`src/rtl/multicycle_control_unit.sv`:
```
// Multi-cycle RV32I sequencer: FETCH/DECODE/EXECUTE/MEM/WB with wait-state timeout and sticky trap.
// Optional retired-instruction counter enabled by defining CTRL_PERF_EN.
module multicycle_control_unit #(
  parameter int MEM_TIMEOUT = 15,
  parameter int TO_W        = 4
) (
  input  logic        clk,
  input  logic        rst,
  input  logic        run,
  input  logic [6:0]  instr_opcode,
  input  logic        mem_ready,
  output logic        mem_req,
  output logic        mem_we,
  output logic        iord,
  output logic        ir_write,
  output logic        pc_write,
  output logic        alu_src,
  output logic [1:0]  alu_op,
  output logic        mem_to_reg,
  output logic        reg_write,
  output logic        branch,
  output logic        jump,
  output logic        trap,
  output logic        bus_error,
  output logic [2:0]  state,
  output logic [31:0] instret
);

  localparam logic [2:0] S_FETCH = 3'd0;
  localparam logic [2:0] S_DEC   = 3'd1;
  localparam logic [2:0] S_EXEC  = 3'd2;
  localparam logic [2:0] S_MEM   = 3'd3;
  localparam logic [2:0] S_WB    = 3'd4;
  localparam logic [2:0] S_TRAP  = 3'd5;

  localparam logic [6:0] OP_R     = 7'b0110011;
  localparam logic [6:0] OP_I     = 7'b0010011;
  localparam logic [6:0] OP_LOAD  = 7'b0000011;
  localparam logic [6:0] OP_STORE = 7'b0100011;
  localparam logic [6:0] OP_BR    = 7'b1100011;
  localparam logic [6:0] OP_JAL   = 7'b1101111;
  localparam logic [6:0] OP_JALR  = 7'b1100111;
  localparam logic [6:0] OP_LUI   = 7'b0110111;
  localparam logic [6:0] OP_AUIPC = 7'b0010111;

  logic [2:0]      state_q, state_d, fsm_next;
  logic [6:0]      op_q;
  logic [TO_W-1:0] wait_q;
  logic            trap_q, bus_error_q;
  logic            waiting, timeout_hit;

  logic c_mem_req, c_mem_we, c_iord, c_ir_write, c_pc_write, c_alu_src;
  logic c_mem_to_reg, c_reg_write, c_branch, c_jump;
  logic [1:0] c_alu_op;

  logic is_r, is_i, is_load, is_store, is_br, is_jal, is_jalr, is_lui, is_auipc, legal;
  assign is_r     = (op_q == OP_R);
  assign is_i     = (op_q == OP_I);
  assign is_load  = (op_q == OP_LOAD);
  assign is_store = (op_q == OP_STORE);
  assign is_br    = (op_q == OP_BR);
  assign is_jal   = (op_q == OP_JAL);
  assign is_jalr  = (op_q == OP_JALR);
  assign is_lui   = (op_q == OP_LUI);
  assign is_auipc = (op_q == OP_AUIPC);
  assign legal    = is_r | is_i | is_load | is_store | is_br | is_jal | is_jalr | is_lui | is_auipc;

  always_comb begin
    fsm_next     = state_q;
    c_mem_req    = 1'b0;
    c_mem_we     = 1'b0;
    c_iord       = 1'b0;
    c_ir_write   = 1'b0;
    c_pc_write   = 1'b0;
    c_alu_src    = 1'b0;
    c_alu_op     = 2'b00;
    c_mem_to_reg = 1'b0;
    c_reg_write  = 1'b0;
    c_branch     = 1'b0;
    c_jump       = 1'b0;
    case (state_q)
      S_FETCH: begin
        c_mem_req = run;
        if (run && mem_ready) begin
          c_ir_write = 1'b1;
          c_pc_write = 1'b1;
          fsm_next   = S_DEC;
        end
      end
      S_DEC: fsm_next = legal ? S_EXEC : S_TRAP;
      S_EXEC: begin
        if (is_r) begin
          c_alu_op = 2'b10;
          fsm_next = S_WB;
        end else if (is_i || is_auipc) begin
          c_alu_src = 1'b1;
          fsm_next  = S_WB;
        end else if (is_lui) begin
          c_alu_src = 1'b1;
          c_alu_op  = 2'b11;
          fsm_next  = S_WB;
        end else if (is_load) begin
          c_alu_src = 1'b1;
          c_alu_op  = 2'b11;
          fsm_next  = S_MEM;
        end else if (is_store) begin
          c_alu_src = 1'b1;
          fsm_next  = S_MEM;
        end else if (is_br) begin
          c_alu_op = 2'b01;
          c_branch = 1'b1;
          fsm_next = S_FETCH;
        end else if (is_jal || is_jalr) begin
          c_alu_src   = is_jalr;
          c_jump      = 1'b1;
          c_reg_write = 1'b1;
          fsm_next    = S_FETCH;
        end else begin
          fsm_next = S_TRAP;
        end
      end
      S_MEM: begin
        c_mem_req = 1'b1;
        c_iord    = 1'b1;
        c_alu_src = 1'b1;
        c_mem_we  = is_store;
        if (mem_ready) fsm_next = is_store ? S_FETCH : S_WB;
      end
      S_WB: begin
        c_reg_write  = 1'b1;
        c_mem_to_reg = is_load;
        fsm_next     = S_FETCH;
      end
      S_TRAP:  fsm_next = S_TRAP;
      default: fsm_next = S_TRAP;
    endcase
  end

  // A completing request in the timeout cycle takes priority over the bus error.
  assign waiting     = c_mem_req & ~mem_ready;
  assign timeout_hit = (MEM_TIMEOUT > 0) && waiting && (wait_q == TO_W'(MEM_TIMEOUT));
  assign state_d     = timeout_hit ? S_TRAP : fsm_next;

  always_ff @(posedge clk) begin
    if (rst) begin
      state_q     <= S_FETCH;
      op_q        <= 7'd0;
      wait_q      <= '0;
      trap_q      <= 1'b0;
      bus_error_q <= 1'b0;
    end else begin
      state_q <= state_d;
      if (c_ir_write) op_q <= instr_opcode;
      if ((state_d != state_q) || (state_q == S_FETCH && !run)) wait_q <= '0;
      else if (waiting && wait_q != '1) wait_q <= wait_q + 1'b1;
      if (state_d == S_TRAP) trap_q <= 1'b1;
      if (timeout_hit) bus_error_q <= 1'b1;
    end
  end

  assign mem_req    = c_mem_req & ~rst;
  assign mem_we     = c_mem_we & ~rst;
  assign iord       = c_iord & ~rst;
  assign ir_write   = c_ir_write & ~rst;
  assign pc_write   = c_pc_write & ~rst;
  assign alu_src    = c_alu_src & ~rst;
  assign alu_op     = rst ? 2'b00 : c_alu_op;
  assign mem_to_reg = c_mem_to_reg & ~rst;
  assign reg_write  = c_reg_write & ~rst;
  assign branch     = c_branch & ~rst;
  assign jump       = c_jump & ~rst;
  assign trap       = trap_q & ~rst;
  assign bus_error  = bus_error_q & ~rst;
  assign state      = rst ? S_FETCH : state_q;

`ifdef CTRL_PERF_EN
  logic        retire;
  logic [31:0] instret_q;
  // An instruction retires when any working state hands control back to FETCH.
  assign retire = (state_q != S_FETCH) && (state_q != S_TRAP) && (state_d == S_FETCH);
  always_ff @(posedge clk) begin
    if (rst) instret_q <= 32'd0;
    else if (retire) instret_q <= instret_q + 32'd1;
  end
  assign instret = rst ? 32'd0 : instret_q;
`else
  assign instret = 32'd0;
`endif

endmodule

```
`config.mk`:
```
export PLATFORM = sky130hd
export DESIGN_NAME = multicycle_control_unit
export DESIGN_NICKNAME = d
export VERILOG_FILES = /design/src/rtl/multicycle_control_unit.sv
export SDC_FILE = /design/constraint.sdc
export NUM_CORES = 1
export LEC_CHECK = 0
export CORE_MARGIN = 5
export CORE_UTILIZATION = 43
export CTS_CLUSTER_DIAMETER = 150
export CTS_CLUSTER_SIZE = 14
export DETAILED_ROUTE_END_ITERATION = 8
export GPL_TIMING_DRIVEN = 0
export PLACE_DENSITY_LB_ADDON = 0.08
export SLEW_MARGIN = 20
export SYNTH_ARGS = -nofsm -noshare
export SYNTH_HDL_FRONTEND = slang
export SYNTH_SLANG_ARGS = --single-unit
```
`constraint.sdc`:
```
create_clock -name clk -period 3.03 [get_ports clk]
set_clock_uncertainty 0.15 [all_clocks]
set_input_delay 0.606 -clock clk [delete_from_list [all_inputs] [get_ports clk]]
set_output_delay 0.606 -clock clk [all_outputs]
set_load 0.01 [all_outputs]
```
==> reports/metrics.yaml <==
run_status:
  status: "finished clean"
logic_synthesis:
  synth_seq_cells: 16
  yosys.area_share.simple: 0.321
  ys.flop_type: "dfxtp_1"
  synth.area.mux_share: 0.0572
  synth_top_cell_by_area: "dfxtp_1"
  yosysMostFrequentCell: "buf_4"
  yosys.area_share.adder: 0.00894
  synth_compound_area_frac: 0.137
  seq_area_frac_synth: 0.229
  synth_top_area_share: 0.229
  ys_types: 52
  synth_edf_count: 0
  yosys_warnings: 0
  syn_inst: 179
  yosys-top-cells-count: "33 x buf_4, 22 x nor2_1, 16 x dfxtp_1, 8 x mux2i_1"
  synth-xor-area-share: 0.0125
  synthArstFlopShare: 0
  synth_area_sq_um: 1400
  netlist_top_cells_area: "dfxtp_1 23%, buf_4 18%, nor2_1 5.9%, mux2i_1 5.7%, nor2b_1 3.1%"
  synth_top_family_by_area: "simple AND/OR/NAND/NOR gates"
  avgSynthCellArea_sq_um: 7.81
routing:
  wl_per_cell_um: 10.9
  first_pass_iters: 4
  drc: 0
  ant_nets: 0
  num_vias: 1299
  drtIter0Drc: 58
  via_per_inst: 4.56
  wl_um: 3100
worst_setup_path:
  path_max_fanout: 4
  cp.arrival_ps: 2190
  worstSetupStartpoint: "run"
  critical_path_class: "in -> out"
  reg2reg_depth: 6
  start_kind: "input port"
  reg2reg_to: "wait_q[2]$_SDFFE_PP0P_"
  critPathCaptureType: "output pin"
  crit_path_end: "pc_write"
  worstPathRequired_ps: 2270
  r2r_start: "wait_q[0]$_SDFFE_PP0P_"
  worst-r2r-setup-slack_ps: 660
power:
  p_per_area_nw_per_um2: 266
  ir_worst_vdd_mv: 0.150
  leakagePower_nw: 0.909
sta:
  post-route-period-util: 0.972
  period_needed_ps: 2940
  worstMarginPinSlew_ps: 513
  hold_viol_final: 0
  fin_ws_ps: 86.2
  finalSetupViolations: 0
  rsz0062_at_grt: "false"
  slew_headroom: 0.654
  drv_slew: 0
  fmaxAchievable_mhz: 340
layout:
  nets: 255
  layout-drive-gt1-share: 0.249
  nFillCells: 290
  syn_to_final_growth_pct: 34.9
  diodes: 0
  fin_util: 0.613
global_routing:
  grt_overflow: 0
  grt_max_degree: 11
  grt_pass1_vias: 1164
  grt_antenna_before_repair: 0
  grt_first_pass_wirelength_um: 4970
  gr-usage-all-layers: 0.142
floorplan:
  core-area_sq_um: 3080
  fp.dieH_um: 67.0
  ios: 60
  die_x_um: 67.0
  initial_utilization: 0.454
  rows: 20
  dieArea_sq_um: 4490
clocking:
  hold_buffers: 0
  cts_tree: "built"
  h-tree-depth: 1
  cts_inserted_buffers: 3
  root_buffer: "clkbuf_4"
  clkSinkCount: 16
  cts_buffer_depth: 2
  cts.clk_slew.worst_paths_ps: 80
  clk-insertion-delay-late_ps: 270
place:
  portBuffers: 27
  dp_hpwl_um: 2490
  routabilityCongestion: 0.846
  dpl_worst_slack_ps: -382
min_path:
  worstHoldStart: "bus_error_q$_SDFFE_PP0P_"
  worst_hold_path_type: "reg -> reg"
run:
  cap_violations: 0
[worst min path at each step]
| stage | endpoint | slack, ps | depth (start not counted) |
|---|---|---|---|
| 2_1_floorplan | bus_error_q$_SDFFE_PP0P_ | 280 | 2 |
| 4_1_cts | bus_error_q$_SDFFE_PP0P_ | 340 | 2 |
| 3_5_place_dp | bus_error_q$_SDFFE_PP0P_ | 300 | 2 |
| 6_report | bus_error_q$_SDFFE_PP0P_ | 340 | 2 |
| 3_3_place_gp | bus_error_q$_SDFFE_PP0P_ | 310 | 2 |
| 5_1_grt | bus_error_q$_SDFFE_PP0P_ | 370 | 2 |
[area by class of cell]
cell class | instances | area (sq um) | area share
Buffer | 42 | 304 | 0.161
Clock buffer | 3 | 22.5 | 0.0119
Inverter | 5 | 18.8 | 0.00995
Multi-Input combinational cell | 146 | 887 | 0.470
Sequential cell | 16 | 320 | 0.170
Tap cell | 44 | 55.1 | 0.0292
Timing Repair Buffer | 29 | 279 | 0.148
[timing repair]
action | CTS | global route
buffers inserted | 1 | 1
pin swaps | 1 | 3
gates resized for setup | 9 | 3
setup endpoints to repair | 8 | 3
[critical path, stage by stage]
cell and delay [ps]:
clkdlybuf4s50_1 530, nand4b_1 210, nor2_1 190, buf_4 120
clkdlybuf4s50_1 520
[stage by stage]
step	area [sq um]	hold WS, ps	TNS, ps	cells	power (mW)
5_1_grt	1890	374	0	285	0.534
3_5_place_dp	1840	303	-1410	281	0.394
6_report	1890	336	0	285	0.502
3_3_place_gp	1840	309	-1440	281	0.394
4_1_cts	1880	336	0	284	0.503
2_1_floorplan	1520	279	0	210	0.355
[cell families after synthesis]
kind of cell             count (synthesis)
AND/OR/NAND/NOR                         76
buffers and inverters                   48
AO/OA/AOI/OAI                           27
flip-flops                              16
multiplexers                             8
XOR/XNOR                                 2
adder cells (fa/ha/maj)                  1
other                                    1
[layer usage]
layer,global-route usage,wire (um),vias to the layer above
met2,0.232,1330,50
met3,0.0337,281,4
li1,-,-,689
met1,0.178,1470,556
met5,0,0,-
met4,0.0506,23,0
[registers in the layout, summed over array words and instances (netlist names)]
signal,flops
op_q,7
wait_q,4
state_q,3
bus_error_q,1
trap_q,1
[layout by cell type (no fill, tap or decap), types with 5 or more instances in the layout]
master	netlist	layout
a21oi_1	5	5
a31oi_1	5	5
buf_4	33	35
clkdlybuf4s50_1	0	22
conb_1	1	32
dfxtp_1	16	16
inv_1	5	5
mux2i_1	8	8
nand2_1	5	5
nand3_1	7	7
nor2_1	22	22
nor2b_1	7	7
[report_power, final]
group	switching, mW	internal [mW]
Sequential	0.00619	0.219
Combinational	0.0839	0.0877
Clock	0.0593	0.0460
Note: power is estimated with default switching activity, not from simulation.
